===== src/rtl/mult_pkg.sv =====
// Shared constants and Booth digit encoding for the 16x16 multiplier datapath.
package mult_pkg;

    localparam int MULT_W   = 16;
    localparam int MULT_PPW = MULT_W + 2;
    localparam int MULT_NPP = MULT_W / 2 + 1;

    typedef struct packed {
        logic neg;
        logic one;
        logic two;
    } booth_dig_t;

    localparam booth_dig_t BOOTH_ZERO = '{neg: 1'b0, one: 1'b0, two: 1'b0};
    localparam booth_dig_t BOOTH_P1   = '{neg: 1'b0, one: 1'b1, two: 1'b0};
    localparam booth_dig_t BOOTH_P2   = '{neg: 1'b0, one: 1'b0, two: 1'b1};
    localparam booth_dig_t BOOTH_M1   = '{neg: 1'b1, one: 1'b1, two: 1'b0};
    localparam booth_dig_t BOOTH_M2   = '{neg: 1'b1, one: 1'b0, two: 1'b1};

    // A digit only contributes when it selects a non-zero magnitude.
    function automatic logic booth_is_active(input booth_dig_t dig);
        return dig.one | dig.two;
    endfunction

endpackage


===== src/rtl/booth_enc_r4.sv =====
// Radix-4 Booth encoder: one overlapping multiplier triplet -> {neg, one, two}.
module booth_enc_r4
    import mult_pkg::*;
(
    input  logic [2:0]  bits_i,
    output booth_dig_t  dig_o
);

    // Triplet decode; 111 deliberately maps to a plain zero (no negate).
    always_comb begin
        dig_o = BOOTH_ZERO;
        case (bits_i)
            3'b000:  dig_o = BOOTH_ZERO;
            3'b001:  dig_o = BOOTH_P1;
            3'b010:  dig_o = BOOTH_P1;
            3'b011:  dig_o = BOOTH_P2;
            3'b100:  dig_o = BOOTH_M2;
            3'b101:  dig_o = BOOTH_M1;
            3'b110:  dig_o = BOOTH_M1;
            3'b111:  dig_o = BOOTH_ZERO;
            default: dig_o = BOOTH_ZERO;
        endcase
    end

endmodule


===== src/rtl/booth_pp_gen.sv =====
// Radix-4 Booth partial-product generator: operand/digit stage, then row-select
// stage, with a stallable valid/ready handshake toward the compressor tree.
module booth_pp_gen
    import mult_pkg::*;
#(
    parameter int W   = MULT_W,
    parameter int PPW = W + 2
)(
    input  logic                       clk,
    input  logic                       rst,
    input  logic                       in_valid,
    output logic                       in_ready,
    input  logic [W-1:0]               a_i,
    input  logic [W-1:0]               b_i,
    input  logic                       signed_i,
    output logic                       out_valid,
    input  logic                       out_ready,
    output logic [(W/2+1)*PPW-1:0]     pp_o,
    output logic [W/2:0]               neg_o
);

    localparam int NPP = W / 2 + 1;
    localparam int BW  = W + 3;

    logic                   adv_s;
    logic                   accept_s;
    logic                   ext_s;
    logic [PPW-1:0]         a_ext_s;
    logic [BW-1:0]          b_ext_s;
    booth_dig_t [NPP-1:0]   dig_s;

    logic                   s1_valid_q, s1_valid_d;
    logic [PPW-1:0]         a_ext_q, a_ext_d;
    booth_dig_t [NPP-1:0]   dig_q, dig_d;

    logic                   s2_valid_q, s2_valid_d;
    logic [NPP*PPW-1:0]     pp_q, pp_d;
    logic [NPP-1:0]         neg_q, neg_d;

    logic [NPP*PPW-1:0]     row_s;
    logic [NPP-1:0]         rneg_s;
    logic [PPW-1:0]         mag_s;

    assign adv_s    = !s2_valid_q || out_ready;
    assign in_ready = !s1_valid_q || adv_s;
    assign accept_s = in_valid && in_ready;

    // Operand extension; unsigned operands simply see zero in the extension bits.
    assign ext_s   = signed_i & b_i[W-1];
    assign a_ext_s = {{(PPW-W){signed_i & a_i[W-1]}}, a_i};
    assign b_ext_s = {ext_s, ext_s, b_i, 1'b0};

    for (genvar k = 0; k < NPP; k++) begin : g_enc
        booth_enc_r4 u_enc (
            .bits_i (b_ext_s[2*k +: 3]),
            .dig_o  (dig_s[k])
        );
    end

    // Stage 1 next state: capture on accept, drain into stage 2 when it advances.
    always_comb begin
        s1_valid_d = s1_valid_q;
        a_ext_d    = a_ext_q;
        dig_d      = dig_q;
        if (in_ready) begin
            s1_valid_d = in_valid;
        end else begin
            s1_valid_d = s1_valid_q;
        end
        if (accept_s) begin
            a_ext_d = a_ext_s;
            dig_d   = dig_s;
        end else begin
            a_ext_d = a_ext_q;
            dig_d   = dig_q;
        end
    end

    // Row select: magnitude 0/A/2A, one's complemented for negative digits.
    always_comb begin
        row_s  = {(NPP*PPW){1'b0}};
        rneg_s = {NPP{1'b0}};
        mag_s  = {PPW{1'b0}};
        for (int k = 0; k < NPP; k++) begin
            if (dig_q[k].two) begin
                mag_s = a_ext_q << 1;
            end else if (dig_q[k].one) begin
                mag_s = a_ext_q;
            end else begin
                mag_s = {PPW{1'b0}};
            end
            if (!booth_is_active(dig_q[k])) begin
                row_s[k*PPW +: PPW] = {PPW{1'b0}};
                rneg_s[k]           = 1'b0;
            end else if (dig_q[k].neg) begin
                row_s[k*PPW +: PPW] = ~mag_s;
                rneg_s[k]           = 1'b1;
            end else begin
                row_s[k*PPW +: PPW] = mag_s;
                rneg_s[k]           = 1'b0;
            end
        end
    end

    // Stage 2 next state: payload only changes when the tree can take it.
    always_comb begin
        s2_valid_d = s2_valid_q;
        pp_d       = pp_q;
        neg_d      = neg_q;
        if (adv_s) begin
            s2_valid_d = s1_valid_q;
            if (s1_valid_q) begin
                pp_d  = row_s;
                neg_d = rneg_s;
            end else begin
                pp_d  = pp_q;
                neg_d = neg_q;
            end
        end else begin
            s2_valid_d = s2_valid_q;
        end
    end

    // Pipeline registers.
    always_ff @(posedge clk or posedge rst) begin
        if (rst) begin
            s1_valid_q <= 1'b0;
            a_ext_q    <= {PPW{1'b0}};
            dig_q      <= {NPP{BOOTH_ZERO}};
            s2_valid_q <= 1'b0;
            pp_q       <= {(NPP*PPW){1'b0}};
            neg_q      <= {NPP{1'b0}};
        end else begin
            s1_valid_q <= s1_valid_d;
            a_ext_q    <= a_ext_d;
            dig_q      <= dig_d;
            s2_valid_q <= s2_valid_d;
            pp_q       <= pp_d;
            neg_q      <= neg_d;
        end
    end

    assign out_valid = s2_valid_q;
    assign pp_o      = pp_q;
    assign neg_o     = neg_q;

endmodule


===== config.mk =====
export PLATFORM = sky130hd
export DESIGN_NAME = booth_pp_gen
export DESIGN_NICKNAME = d
export VERILOG_FILES = /design/src/rtl/mult_pkg.sv /design/src/rtl/booth_enc_r4.sv /design/src/rtl/booth_pp_gen.sv
export SDC_FILE = /design/constraint.sdc
export NUM_CORES = 1
export LEC_CHECK = 0
export ABC_AREA = 0
export BUFFER_PORTS_ARGS = -buffer_cell sky130_fd_sc_hd__buf_2
export CAP_MARGIN = 20
export CORE_ASPECT_RATIO = 0.6
export CORE_MARGIN = 2
export CORE_UTILIZATION = 55
export CTS_CLUSTER_SIZE = 25
export DETAILED_ROUTE_END_ITERATION = 10
export PLACE_DENSITY_LB_ADDON = 0.3
export SLEW_MARGIN = 20
export SYNTH_ARGS = -nofsm -noshare
export SYNTH_HDL_FRONTEND = slang
export SYNTH_SLANG_ARGS = --single-unit

===== constraint.sdc =====
create_clock -name clk -period 8.7 [get_ports clk]
set_input_delay 1.305 -clock clk [delete_from_list [all_inputs] [get_ports clk]]
set_output_delay 1.305 -clock clk [all_outputs]
set_load 0.01 [all_outputs]

==> reports/results.txt <==
The worst hold path belongs to the class reg2reg. Worst path arrival time: 1.93 ns. The via density per instance works out to 5.76.

In this run the count of I/O pins placed on the die edge is 210. The repair_antennas step left the layout with diodes totalling 0. The effective utilization at floorplan is 56.7%, and the via count of the first global-routing pass is 7580. The final-report hold violation count was 0; the die footprint was 22000 µm². The initialized floorplan defines 40 standard-cell rows. The worst path meets setup with 5.47 ns of slack. Summing over every cut layer, the via total after detailed routing is 7819.

The register clock-pin slew on the reported worst setup and hold paths came out at 0.06 ns. In this run, post-CTS hold repair placed 0 buffers. Wires add up to 28.7 mm.

The highest attainable clock frequency is 0.309 GHz. Power comes to 3610 µW. The wire length of the first global-routing pass was 44.6 mm. Timing analysis after detailed placement gives a worst setup slack of 5.07 ns. The run gives 215 as the clock net sink count. The run finished with clean final reports.

The netlist area before placement was 11500 µm². The tools report the reg-to-reg endpoint as pp_o[88]$_DFFE_PP0P_. In this run the vertical extent of the chip is 116 µm. In this run, the number of DRC markers left after iteration 0 of detailed routing was 564. The tools report the end point of the worst hold path as pp_o[28]$_DFFE_PP0P_. The first detailed-routing pass ran for 4 iterations. The detail route stage leaves a number of antenna-violating nets equal to 0.

Once the clock tree was built, the resizer swapped 0 gates to a different size. Averaged over all synthesized cells, the footprint is 12.2 µm². After technology mapping, the gate count stands at 937. The distinct cell type count after synthesis is 31, and the data required time at the worst endpoint is 7.39 ns. The synthesis-to-finish area growth is 12.0%. For the pin with the worst max-slew slack, the measured transition is 1.08 ns. VDD sags by at most 0.162 mV. The maximum fanout encountered on the critical timing path is 18, and the max-cap check violation count is 0. The worst register-to-register path has a depth of 5. CTS placed an instance of clkbuf_16 at the clock tree root. The worst register-to-register path has a setup slack of 6.13 ns. Summing all flip-flop and latch instances after layout gives 5380 µm². The run gives 21 as the number of buffers created by CTS. STA classifies the critical path endpoint as a primary output.

Dividing total power by cell area gives a power density of 281 nW/µm². Setup TNS: 0 ns. STA classifies the critical path startpoint as a primary input. Summed over all layers, the global routing overflow is 0.

The estimated wirelength of the detail-placed design came out at 18.4 mm. Counting along the longest clock path gives a buffer depth of 3. The tools report the final number of max-transition violations as 0. The area of the core is 20200 µm², and the post-synthesis sequential element count is 215.

The critical path's most frequent cell is buf_2. The post-layout minimum cycle time was 3.23 ns. Clock skew on the completed layout was measured at 0.0136 ns. The clock latency of the later-clocked register in the worst-skew pair was 0.50 ns.

Reg-to-reg critical path startpoint: out_valid$_DFFE_PP0P_. In the routed design, unresolved DRC markers number 0. For this design, the slowest cell found on the critical path is nand3b_4. In the layout the commonest cells are dfrtp_1 (215), buf_2 (209), o2bb2ai_1 (152).

The run gives 0 as the number of warning messages in the yosys log. TritonCTS built the clock tree. Setup repair after global routing left no endpoint under its margin. The post-route netlist has 27.1% of its cells at a drive strength greater than 1. The analysis attributes to cell leakage a power of 0.00600 µW. The worst hold path begins at pp_o[28]$_DFFE_PP0P_.

Fill cells in the final layout number 1633. The count of buffers from port buffering works out to 209. Commonest non-fill, non-tap cell in the layout: dfrtp_1. By startpoint and endpoint, the worst setup path is classified as in2out. Setup violations remaining at the end of the flow were counted as 0. The biggest cell delay along the critical path is 0.29 ns, and the die extent in x is 190 µm. The logs give 1 for the H-tree depth and 28.0% for the worst slew margin relative to its limit. The net count reported at finish is 1124.

The ratio of final minimum period to clock period was 37.1%; the routed length per placed instance was 21.1 µm. The pin count of the biggest net entering global routing was 143. The tools report the total routing usage reported by global routing as 26.3%. Final weighted congestion in routability-driven placement: 0.789. The area of the multi-input gates came out at 5260 µm². The share of the yosys chip area belonging to registers came out at 47.0%.

The worst hold path cell count was 1. In this run, placement finished with an instance count of 1323. For the number of antenna violations at the first check in global routing, the log shows 2.

The run gives 988 as the post-synthesis net count. Walking the worst path, the cells encountered are buf_2, nand3b_4, buf_2. The number of setup buffers added after CTS is 0.

For the final instance count without filler cells, the log shows 1358.
## sequential cells by signal, summed over array words and instances, names as in the netlist
| register | count |
|---|---|
| out_valid | 1 |
| pp_o | 161 |
| neg_o | 9 |
| s1_valid_q | 1 |
| a_ext_q | 17 |
| dig_q | 26 |
## where the power goes
group / internal (µW) / leakage, µW / switching [µW]
Sequential: 1280 / 0.00271 / 322
Combinational: 579 / 0.00299 / 582
Clock: 472 / 0.000296 / 374
Total: 2330 / 0.00600 / 1280
## routing by layer
| layer | GRT usage (%) | wire [µm] |
|---|---|---|
| met2 | 36.1 | 11500 |
| met3 | 5.00 | 2150 |
| met5 | 0 | 23 |
| met4 | 4.19 | 325 |
| met1 | 43.1 | 14600 |
## worst max-delay path by stage
stage / start / to / slack (ns) / cells after the start
floorplan: rst / a_ext_q[0]$_DFFE_PP0P_ / 1.52 / 1
global placement: out_ready / pp_o[99]$_DFFE_PP0P_ / 5.12 / 6
detailed placement: out_ready / pp_o[32]$_DFFE_PP0P_ / 5.07 / 6
CTS: out_ready / in_ready / 5.47 / 3
global route: out_ready / in_ready / 5.43 / 3
finish: out_ready / in_ready / 5.47 / 3
## synthesized netlist by cell type
library cell    n  area, µm²
a21bo_2         1       10.0
buf_2          53        265
nand2_4         1       11.3
buf_6          17        191
buf_1           1       3.75
nand4_1        18        113
nand2_1         1       3.75
dfrtp_1       215       5380
nand3b_4        1       20.0
inv_1          33        124
mux2_1          1       11.3
nand2b_1       10       62.6
a31oi_1         7       43.8
o2bb2ai_1     152       1330
o211ai_4        1       21.3
o21ai_2        10       87.6
clkbuf_1        4       15.0
o21ai_0         7       35.0
o211ai_2        7       87.6
nand2_2         1       6.26
xor2_1         17        149
nor2_1          1       3.75
nor2b_1         9       56.3
xnor2_1       144       1260
a21oi_1         7       35.0
and2_1          2       12.5
ha_1           14        175
inv_2           8       30.0
mux2i_1       144       1440
buf_4          25        188
mux2_2         25        282
## layout make-up
| class | instances | share of cell area (%) |
|---|---|---|
| multi-input combinational | 581 | 41.0 |
| clock buffer | 34 | 4.71 |
| tap | 273 | 2.66 |
| clock inverter | 1 | 0.0390 |
| timing repair buffer | 213 | 8.39 |
| inverter | 41 | 1.26 |
| sequential | 215 | 41.9 |
## logic make-up (layout without fill, tap and decap cells)
logic type                 Yosys count  in the layout  share of synthesized area (%)
muxes                              170            170                           15.1
xor gates and xnor gates           161            161                           12.3
buffers and inverters              141            289                           7.13
and+or+nand+nor                     44             44                           2.52
AOI/OAI and AO/OA                  192            192                           14.4
adders and majority gates           14             14                           1.53
DFF                                215            215                           47.0
## worst max-delay path, delay by kind of cell
family / cells / cell delay, ns
AND/OR/NAND/NOR: 1 / 0.29
buffers and inverters: 2 / 0.33
## per-stage QoR
step           utilization (%)  hold slack (ns)  instance area, µm²
2_1_floorplan                -            0.500               11500
3_3_place_gp              60.4            0.468               12200
3_5_place_dp              60.4            0.469               12200
4_1_cts                   63.4            0.486               12800
5_1_grt                   63.4            0.498               12800
6_report                  63.4            0.480               12800
Power figures use the tool's default switching activity.
